==> config.mk <==
export PLATFORM = sky130hd
export DESIGN_NAME = prog_delay_line
export DESIGN_NICKNAME = d
export VERILOG_FILES = /design/src/rtl/prog_delay_line.sv
export SDC_FILE = /design/constraint.sdc
export NUM_CORES = 1
export LEC_CHECK = 0
export CORE_ASPECT_RATIO = 1.5
export CORE_UTILIZATION = 49
export DETAILED_ROUTE_END_ITERATION = 12
export HOLD_SLACK_MARGIN = 0.02
export PLACE_DENSITY = 0.7
export SLEW_MARGIN = 30
export SYNTH_ARGS = -nofsm -noshare
export SYNTH_HDL_FRONTEND = slang
export SYNTH_SLANG_ARGS = --single-unit
==> constraint.sdc <==
create_clock -name clk -period 3.8 [get_ports clk]
set_input_delay 0.38 -clock clk [delete_from_list [all_inputs] [get_ports clk]]
set_output_delay 0.38 -clock clk [all_outputs]
set_load 0.01 [all_outputs]
==> src/rtl/prog_delay_line.sv <==
// ============================================================================
//  Module   : prog_delay_line
//  Purpose  : Multi-channel delay line. Each channel has its own run-time
//             programmable latency, set directly or as the floor average of
//             two operands.
//  Revision : 1.0 - initial release
// ============================================================================
`default_nettype none

module prog_delay_line #(
    parameter int WIDTH         = 32,
    parameter int CHANNELS      = 2,
    parameter int MAX_DELAY     = 15,
    parameter int DEFAULT_DELAY = 10,
    localparam int DW           = $clog2(MAX_DELAY + 1),
    localparam int CW           = (CHANNELS > 1) ? $clog2(CHANNELS) : 1
) (
    input  logic                      clk,
    input  logic                      rst,
    input  logic                      cfg_valid,
    output logic                      cfg_ready,
    input  logic [CW-1:0]             cfg_chan,
    input  logic                      cfg_avg,
    input  logic [DW-1:0]             cfg_delay_a,
    input  logic [DW-1:0]             cfg_delay_b,
    input  logic [CHANNELS-1:0]       in_valid,
    input  logic [CHANNELS*WIDTH-1:0] in_data,
    output logic [CHANNELS-1:0]       out_valid,
    output logic [CHANNELS*WIDTH-1:0] out_data,
    output logic [CHANNELS*DW-1:0]    delay_cur,
    output logic [CHANNELS*8-1:0]     drop_cnt
);

    typedef enum logic [0:0] {
        ACTIVE = 1'b0,
        FLUSH  = 1'b1
    } chan_state_t;

    logic [DW:0]         op_sum;
    logic [DW:0]         op_pick;
    logic [DW-1:0]       new_delay;
    logic [CHANNELS-1:0] chan_active;

    // Sum is one bit wider than the operands, so the average cannot overflow.
    always_comb begin
        op_sum  = {1'b0, cfg_delay_a} + {1'b0, cfg_delay_b};
        op_pick = cfg_avg ? (op_sum >> 1) : {1'b0, cfg_delay_a};
        if (op_pick == '0) begin
            new_delay = DW'(1);
        end else if (op_pick > (DW + 1)'(MAX_DELAY)) begin
            new_delay = DW'(MAX_DELAY);
        end else begin
            new_delay = op_pick[DW-1:0];
        end
    end

    // Out-of-range channel codes match no channel and therefore never see ready.
    always_comb begin
        cfg_ready = 1'b0;
        for (int c = 0; c < CHANNELS; c++) begin
            if ((cfg_chan == CW'(c)) && chan_active[c]) begin
                cfg_ready = 1'b1;
            end
        end
    end

    for (genvar ch = 0; ch < CHANNELS; ch++) begin : g_chan
        chan_state_t          state;
        chan_state_t          state_next;
        logic                 take;
        logic                 flushing;
        logic [MAX_DELAY-1:0] stg_valid;
        logic [WIDTH-1:0]     stg_data [MAX_DELAY];
        logic                 tap_valid;
        logic [WIDTH-1:0]     tap_data;
        logic                 dly_valid;
        logic [WIDTH-1:0]     dly_data;
        logic [DW-1:0]        dly;
        logic [7:0]           drops;

        always_ff @(posedge clk or posedge rst) begin
            if (rst) begin
                state <= ACTIVE;
            end else begin
                state <= state_next;
            end
        end

        always_comb begin
            state_next = state;
            take       = 1'b0;
            flushing   = 1'b0;
            case (state)
                ACTIVE: begin
                    if (cfg_valid && (cfg_chan == CW'(ch))) begin
                        take       = 1'b1;
                        state_next = FLUSH;
                    end
                end
                FLUSH: begin
                    flushing   = 1'b1;
                    state_next = ACTIVE;
                end
                default: state_next = ACTIVE;
            endcase
        end

        assign chan_active[ch] = (state == ACTIVE);

        always_ff @(posedge clk or posedge rst) begin
            if (rst) begin
                stg_valid <= '0;
            end else begin
                stg_valid[0] <= ~flushing & in_valid[ch];
                for (int k = 1; k < MAX_DELAY; k++) begin
                    stg_valid[k] <= ~flushing & stg_valid[k-1];
                end
            end
        end

        // Payload needs no reset: it is only ever observed behind a valid bit.
        always_ff @(posedge clk) begin
            stg_data[0] <= in_data[ch*WIDTH +: WIDTH];
            for (int k = 1; k < MAX_DELAY; k++) begin
                stg_data[k] <= stg_data[k-1];
            end
        end

        always_comb begin
            tap_valid = 1'b0;
            tap_data  = '0;
            for (int k = 0; k < MAX_DELAY; k++) begin
                if (dly == DW'(k + 1)) begin
                    tap_valid = stg_valid[k];
                    tap_data  = stg_data[k];
                end
            end
        end

        always_ff @(posedge clk or posedge rst) begin
            if (rst) begin
                dly_valid <= 1'b0;
                dly_data  <= '0;
            end else if (flushing) begin
                dly_valid <= 1'b0;
            end else begin
                dly_valid <= tap_valid;
                if (tap_valid) begin
                    dly_data <= tap_data;
                end
            end
        end

        always_ff @(posedge clk or posedge rst) begin
            if (rst) begin
                dly <= DW'(DEFAULT_DELAY);
            end else if (take) begin
                dly <= new_delay;
            end
        end

        always_ff @(posedge clk or posedge rst) begin
            if (rst) begin
                drops <= '0;
            end else if (flushing && in_valid[ch] && (drops != 8'hFF)) begin
                drops <= drops + 8'd1;
            end
        end

        assign out_valid[ch]                 = dly_valid;
        assign out_data[ch*WIDTH +: WIDTH]   = dly_data;
        assign delay_cur[ch*DW +: DW]        = dly;
        assign drop_cnt[ch*8 +: 8]           = drops;
    end

endmodule

`default_nettype wire

# Word level (Yosys, flattened, before mapping)
# Memories as Yosys holds them, arrays and structs flattened.
# Index checks and enable logic that the tools add are counted.
dict set report word_totals {
  regBits 122
  ram_bits 960
  in_bits 79
  output_inout_bits 91
  n_memories 2
}
# name depth width rd rd_clocked_by_memory_dff write_ports line_no
set memory_table {}
lappend memory_table {{g_chan[0].stg_data} 15 32 15 0 15 73} ;# logic [WIDTH-1:0] stg_data [MAX_DELAY];
lappend memory_table {{g_chan[1].stg_data} 15 32 15 0 15 73}
dict set report op_classes {
  n_addsub 3
  order_cmp 1
  eq_ne 32
  muxes 75
  bitwise_logic 35
  reduce_logical 11
}
# op count
set op_table {}
lappend op_table {{32-bit 2-to-1 mux} 30}
lappend op_table {{4-bit equality test (second input constant)} 16}
lappend op_table {{1-bit 2-to-1 mux} 40}
lappend op_table {{4-bit by 3-bit equality test with 1-bit output (second input constant)} 8}
lappend op_table {{1-bit bitwise AND} 30}
lappend op_table {{8-bit by 1-bit adder with 8-bit output (second input constant)} 2}
lappend op_table {{4-bit by 2-bit equality test with 1-bit output (second input constant)} 4}
lappend op_table {{8-bit inequality test (second input constant)} 2}
lappend op_table {{4-bit 2-to-1 mux} 3}
lappend op_table {{4-bit by 1-bit equality test with 1-bit output (second input constant)} 2}
lappend op_table {{1-bit logical AND} 8}
lappend op_table {{4-bit by 4-bit adder with 5-bit output} 1}
lappend op_table {{5-bit zero test} 1}
lappend op_table {{1-bit NOT} 5}
lappend op_table {{4-bit greater-than comparator (second input constant)} 1}
lappend op_table {{1-bit one-hot mux with 2 select lines} 2}
lappend op_table {{2-bit AND reduction} 2}

# Logic depth before layout (Yosys ltp)
dict set report depth {
  word_depth 17
  ltp_mapped 11
  mapped_depth_nobuf 8
}

# Least setup slack after synthesis
# Ideal clock, no wire load.
dict set report synth_path {
  path_type {register to register}
  start {register g_chan[1].dly[1]}
  end {register g_chan[1].dly_data[3]}
  setup_time_ps 122
  arrival_time_ps 2050
  t_required_ps 3678
  slack_ps 1628
  path_stages_with_launch 12
  synth_period_minus_slack_ps 2172
  cell_sequence {dfstp_2 buf_2 buf_4 buf_2 buf_4 buf_2 mux2i_1 nor2_1 a21oi_1 o32ai_1 a21oi_1 a21oi_1}
}
dict set report synth_via {
  elab_chain_len 17
  word_cells_on_any_way 46
  cone_classes {eq/ne (15); mux (30); reduce/logical (1)}
}
# item line_no
set synth_rtl {}
lappend synth_rtl {{start, declared} 78} ;# logic [DW-1:0] dly;
lappend synth_rtl {{start signal, assigned} 156} ;# dly <= DW'(DEFAULT_DELAY);
lappend synth_rtl {{start signal, assigned} 158} ;# dly <= new_delay;
lappend synth_rtl {{4-bit by 1-bit equality test with 1-bit output} 133} ;# if (dly == DW'(k + 1)) begin
lappend synth_rtl {{1-bit 2-to-1 mux (15 in a row)} 133}
lappend synth_rtl {{2-bit AND reduction (no source line)} n/a}
lappend synth_rtl {{end signal, assigned} 149} ;# dly_data <= tap_data;
lappend synth_rtl {{end, declared} 77} ;# logic [WIDTH-1:0] dly_data;
# Several ways; a longest one is shown, not always the timed one.
# A chain may end at the register's enable or synchronous reset.

# Worst setup path after layout
dict set report layout_path {
  start {register g_chan[1].dly[1]}
  end {output delay_cur[5]}
}
# item line_no
set layout_rtl {}
lappend layout_rtl {{end, declared} 30} ;# output logic [CHANNELS*DW-1:0] delay_cur,
# No word-level cell between the ends.

==> results.json <==
{
  "clock.fmax_ghz": 0.337,
  "status": "finished clean",
  "p_per_area_nw_per_um2": 737,
  "route.vias.total": 22923,
  "die_w_um": 215,
  "crit_path_end_kind": "primary output",
  "layout_commonest_cell": "dfxtp_1",
  "synthFlopType": "dfxtp_1",
  "nNetsFinal": 3045,
  "cts_tree": "done",
  "finalClockSkew_ps": 23.6,
  "antenna_found_initial": 3,
  "insertion_delay_ps": 650,
  "cts_hold_buf": 0,
  "drv_cap": 0,
  "path_cells": "buf_4, clkdlybuf4s50_1",
  "mostFrequentLayoutCells": "dfxtp_1, a21oi_1, nor2_1",
  "tightest_slew_ps": 932,
  "worstRegToRegCells": 7,
  "finalCritPeriodShare": 0.781,
  "route.detailed.drc": 0,
  "synth_largest_area_cell": "dfxtp_1",
  "ant_nets": 0,
  "die_area_um2": 69200,
  "grt_use_total": 0.246,
  "crit_type": "reg -> out",
  "min_path_cells": 1,
  "cp_max_fo": 39,
  "rrSetupSlack_ps": 830,
  "max-slew-margin-rel": 0.377,
  "synth_cells": 2820,
  "hold_start": "in_data[29]",
  "postCtsSetupRepairBufs": 0,
  "utilization": 0.585,
  "ios": 170,
  "detailedRoute.firstPassIterationCount": 6,
  "worst_r2r_endpoint": "g_chan[1].dly_data[0]$_DFFE_PP0P_",
  "grt_max_degree": 82,
  "via_per_inst": 5.84,
  "hpwl_um": 54400,
  "clock-root-buffer": "clkbuf_16",
  "synth_seq_area_share": 0.667,
  "grt_pass1_wl_um": 134000,
  "min_period_ps": 2970,
  "vdd_drop_max_mv": 0.464,
  "ctsResizeCount": 0,
  "syn_nets": 2905,
  "synth_warnings": 0,
  "drt_iter0_markers": 1802,
  "die_y_um": 322,
  "clk_pin_slew_ps": 60,
  "wire_per_inst_um": 21.9,
  "n_fill_cell": 5410,
  "clockBufferDepth": 3,
  "netlist_area_um2": 33400,
  "timing.rr.start": "g_chan[1].dly[1]$_DFFE_PP1P_",
  "hold_class": "in -> reg",
  "fin_area_um2": 39200,
  "synthArstFlopShare": 0.113,
  "final-max-slew-violation-count": 0,
  "arrival_ps": 2590,
  "p_leak_uw": 0.0158,
  "routed_wl_um": 86100,
  "cts_buffers": 95,
  "start_util": 0.498,
  "whs_ps": 173,
  "row_count": 116,
  "io_buffer_count": 169,
  "avgSynthCellArea_um2": 11.8,
  "report.final.setup_viol": 0,
  "hold_path_end": "g_chan[0].stg_data[0][29]$_DFF_P_",
  "tns_ps": 0,
  "place.gp.congestion": 0.860,
  "worst_ep_required_time_ps": 3420,
  "area_delta_synth_final_pct": 17.5,
  "max_stage_delay_ps": 910,
  "ys_types": 70,
  "core_um2": 67100,
  "synthTopCellsByArea": "dfxtp_1, dfrtp_1, mux2i_1",
  "synth_edf_count": 0,
  "cp-start-kind": "flop",
  "final-hold-violation-count": 0,
  "overflow": 0,
  "placed_area_um2": 36000,
  "cts_sinks": 1082,
  "total_power_uw": 28900,
  "drive_gt1_frac": 0.105,
  "cts_htree_levels": 3,
  "ys_ff_latch": 1082,
  "netlist.area_leader.share": 0.576,
  "rsz0062_at_grt": "no",
  "grt_pass1_vias": 23966,
  "cpMaxStageDelayCell": "dfstp_4"
}
-- kinds of logic (layout without fill, tap and decap cells) --
| family | count (synthesis) | after routing | share of synthesized area |
|---|---|---|---|
| flip-flops | 1082 | 1082 | 0.667 |
| adder cells (fa/ha/maj) | 6 | 6 | 0.00247 |
| multiplexers | 185 | 185 | 0.0615 |
| XOR/XNOR | 16 | 16 | 0.00420 |
| AO/OA/AOI/OAI | 891 | 891 | 0.177 |
| AND/OR/NAND/NOR | 406 | 406 | 0.0552 |
| buffers and inverters | 234 | 453 | 0.0321 |
| other | 0 | 1 | 0 |
-- routing by layer --
metal | up-vias | routed length [um] | global-route usage
met5 | - | 0 | 0
met4 | 0 | 3590 | 0.127
met3 | 261 | 5720 | 0.0373
met2 | 952 | 43700 | 0.434
met1 | 11176 | 33100 | 0.290
li1 | 10534 | - | -
-- Yosys cell counts, types with 8 or more instances --
| library cell | instances |
|---|---|
| mux4_2 | 12 |
| o21ai_0 | 133 |
| a22oi_1 | 68 |
| buf_2 | 64 |
| nand2_1 | 80 |
| o31ai_1 | 9 |
| a221o_1 | 8 |
| nor2_1 | 187 |
| o221ai_1 | 39 |
| clkbuf_1 | 100 |
| nor3_1 | 15 |
| a31oi_1 | 23 |
| inv_1 | 21 |
| o22ai_1 | 101 |
| a21oi_1 | 259 |
| nand2b_1 | 22 |
| a211oi_1 | 30 |
| nor2b_1 | 49 |
| a222oi_1 | 8 |
| a2bb2oi_1 | 30 |
| nand3_1 | 22 |
| mux2_2 | 40 |
| a221oi_1 | 35 |
| o21a_1 | 9 |
| mux2i_1 | 133 |
| o32ai_1 | 29 |
| dfxtp_1 | 960 |
| buf_4 | 26 |
| buf_1 | 16 |
| dfrtp_1 | 118 |
| o22a_1 | 26 |
| xnor2_1 | 11 |
| a311oi_1 | 28 |
-- flip-flops by register name (all words and copies together) (netlist names) --
register,flops
g_chan.drops,16
g_chan.dly_data,64
g_chan.dly,8
g_chan.stg_data,960
g_chan.stg_valid,30
g_chan.state,2
g_chan.dly_valid,2
-- worst max-delay path, delay by kind of cell (launching register included) --
family / cells / cell delay [ps]
flip-flops: 1 / 910
buffers and inverters: 2 / 1010
-- worst max path at each step --
stage	startpoint	to	slack, ps	cells past startpoint
floorplan	rst	g_chan[0].dly[0]$_DFFE_PP0P_	180	1
global placement	g_chan[1].dly[1]$_DFFE_PP1P_	g_chan[1].dly_data[18]$_DFFE_PP0P_	1040	8
detailed placement	g_chan[1].dly[1]$_DFFE_PP1P_	g_chan[1].dly_data[0]$_DFFE_PP0P_	950	7
CTS	g_chan[1].dly[1]$_DFFE_PP1P_	delay_cur[5]	820	2
global route	g_chan[1].dly[1]$_DFFE_PP1P_	g_chan[1].dly_data[0]$_DFFE_PP0P_	740	7
finish	g_chan[1].dly[1]$_DFFE_PP1P_	delay_cur[5]	830	2
-- cell type report --
class | instances | area, um2 | share of cell area
antenna | 1 | 2.50 | 0.0000638
clock buffer | 131 | 2750 | 0.0700
clock inverter | 45 | 478 | 0.0122
inverter | 26 | 103 | 0.00262
multi-input combinational | 1504 | 10100 | 0.257
sequential | 1082 | 22300 | 0.568
tap | 885 | 1110 | 0.0282
timing repair buffer | 251 | 2420 | 0.0617
-- metrics by stage --
step,instances,worst slack [ps]
detailed placement,3748,953
global placement,3748,1040
floorplan,2820,184
global route,3925,736
CTS,3924,816
finish,3925,833
-- power by group --
| group | internal, uW | switching [uW] | leakage, uW |
|---|---|---|---|
| clock network | 5640 | 4230 | 0.00160 |
| registers | 12400 | 840 | 0.00960 |
| logic | 2600 | 3250 | 0.00460 |
Power figures use the tool's default switching activity.
==> patch, RTL diff (config.mk and constraints unchanged) <==
Add an input register stage for `cfg_delay_a`, with the module's reset; this delays it by one clock. The other inputs are not delayed to match.
--- a/src/rtl/prog_delay_line.sv
+++ b/src/rtl/prog_delay_line.sv
@@ -38,2 +38,12 @@
 
+    logic [DW-1:0] cfg_delay_a_q;
+
+    always_ff @(posedge clk or posedge rst) begin
+        if (rst) begin
+            cfg_delay_a_q <= '0;
+        end else begin
+            cfg_delay_a_q <= cfg_delay_a;
+        end
+    end
+
     logic [DW:0]         op_sum;
@@ -45,4 +55,4 @@
     always_comb begin
-        op_sum  = {1'b0, cfg_delay_a} + {1'b0, cfg_delay_b};
-        op_pick = cfg_avg ? (op_sum >> 1) : {1'b0, cfg_delay_a};
+        op_sum  = {1'b0, cfg_delay_a_q} + {1'b0, cfg_delay_b};
+        op_pick = cfg_avg ? (op_sum >> 1) : {1'b0, cfg_delay_a_q};
         if (op_pick == '0) begin
Formal check against the unedited RTL: not equivalent (a bounded check fails within 4 cycles, from zero or initial values and one cycle with rst high).
==> patch against the original RTL <==
  * Total power shrank 0.46%
  * Area after synthesis grew 0.65%
  * Setup slack lost 0.0055 ns
  * Combinational power shrank 5.0%
  * Routed wire length shrank 0.89%
  * First-iteration DRC count shrank 12%
  * Cell area grew 0.62%
  * Sequential cell count grew 4
  * Count of clock-buffer cells in the layout grew 13
  * Via count shrank 2.9%
  * Sequential share of layout area shrank 0.094 points
  * Global-route usage shrank 0.12 points
  * Die area grew 0.65%
  * Sequential power is essentially flat
  * Critical path type is now flop to flop
  * Critical endpoint is now g_chan[0].dly_data[1]
==> patch: results (changes against the original RTL) <==
| Stage | Quantity | Reported | vs unedited |
| --- | --- | --- | --- |
| finish | Count of buffers not belonging to the clock network in the layout | 254 | +1.2% |
| power | Switching pwr | 0.00805 W | -3.2% |
| global routing | Met1 Usage GRT | 27.6% | -1.4 points |
| critical path | Worst setup path category | flop to flop |  |
| sta | Worst-case headroom to the max-slew limit | 41.9% | +4.2 points |
| sta | Final-layout worst hold slack | 0.161 ns | -0.0118 ns |
| power | Leakage power figure | 16.0 nW | +1.3% |
| global routing | Largest net degree at the start of global routing | 77 | -6.1% |
| logic synthesis | Fraction of registers with async set/reset | 11.6% | +0.33 points |
| min path | Launch point of the worst hold path | in_data[5] |  |
| finish | Total number of multi-input combinational cells | 1467 | -2.5% |
| detailed routing | First-iteration detailed-routing DRC count | 1581 | -12% |
| detailed routing | Routed Wire Length | 85300 microns | -0.89% |
| finish | Clk_buf instances | 144 | +9.9% |
| finish | Ant diodes | 0 | -1 |
| finish | Final nets | 3010 | -1.1% |
| sta | Worst clock skew on the final layout | 0.0231 ns | -0.000457 ns |
| global routing | Antenna violations before repair | 1 | -2 |
| place | Post-detailed-placement cell area | 36200 sq um | +0.49% |
| detailed routing | Detail-routed net length per standard cell | 21.9 microns | -0.21% |
| finish | Fraction of area in non-clock buffers | 6.09% | -0.076 points |
| critical path | Beginning of the worst register-to-register path | g_chan[0].dly[1] |  |
| finish | Footprint of the multi-input gates | 10200 sq um | +0.98% |
| finish | Synthesis-to-layout area growth | 17.5% | about the same |
| sta | Minimum setup slack in the final design | 0.828 ns | -0.00553 ns |
| logic synthesis | Net count of the mapped netlist | 2851 | -1.9% |
| place | RD Place Congestion | 0.922 | +7.2% |
| cts | Inserted Clock Buffers | 94 | -1.1% |
| finish | Invs w/o clock | 22 | -15% |
| critical path | FF-to-FF path depth | 8 | +1 |
| min path | Worst hold path endpoint | g_chan[0].stg_data[0][5] |  |
| floorplan | Number of rows in the core area | 117 | +0.86% |
| finish | Share of layout cells above drive strength 1 | 11.9% | +1.4 points |
| outcome | Result of the run | complete, no violations |  |
| global routing | Met3 GRT Util | 3.35% | -0.38 points |
| finish | Relative area of clock buffers and inverters in the final design | 8.34% | +0.12 points |
| logic synthesis | Sequential-to-total area share from yosys stat | 66.6% | -0.13 points |
| place | Place WS | 0.765 ns | -0.188 ns |
| power | Sequential group share of total power | 46.0% | +0.4 points |
| logic synthesis | Biggest area contributors in the synthesized netlist | dfxtp_1 57%, dfrtp_1 9.1%, mux2i_1 4.0%, a21oi_1 2.6%, mux2_2 2.3% |  |
| global routing | Global router's overall resource usage | 24.5% | -0.12 points |
| place | DP HPWL | 57000 microns | +4.8% |
## patch: cell count changes after synthesis, moves of 28 or more
cell / change
mux2_2: +28
nor2_1: -31
nand2_1: +43
o22ai_1: -41
clkbuf_1: -30
a21oi_1: -87
## patch: kinds of logic after synthesis
| logic type | count (synthesis) | share of synthesized area, % |
|---|---|---|
| adder cells (fa/ha/maj) | 6 | 0.246 |
| AO/OA/AOI/OAI | 763 | 15.3 |
| flip-flops | 1086 | 66.6 |
| buffers and inverters | 213 | 3.19 |
| AND/OR/NAND/NOR | 456 | 6.42 |
| XOR/XNOR | 16 | 0.417 |
| multiplexers | 226 | 7.85 |
## patch: routing by layer
| layer | wire [microns] | vias to the layer above |
|---|---|---|
| met1 | 32800 | 11006 |
| met5 | 13 | - |
| li1 | - | 10274 |
| met4 | 4240 | 2 |
| met2 | 44300 | 762 |
| met3 | 3970 | 225 |
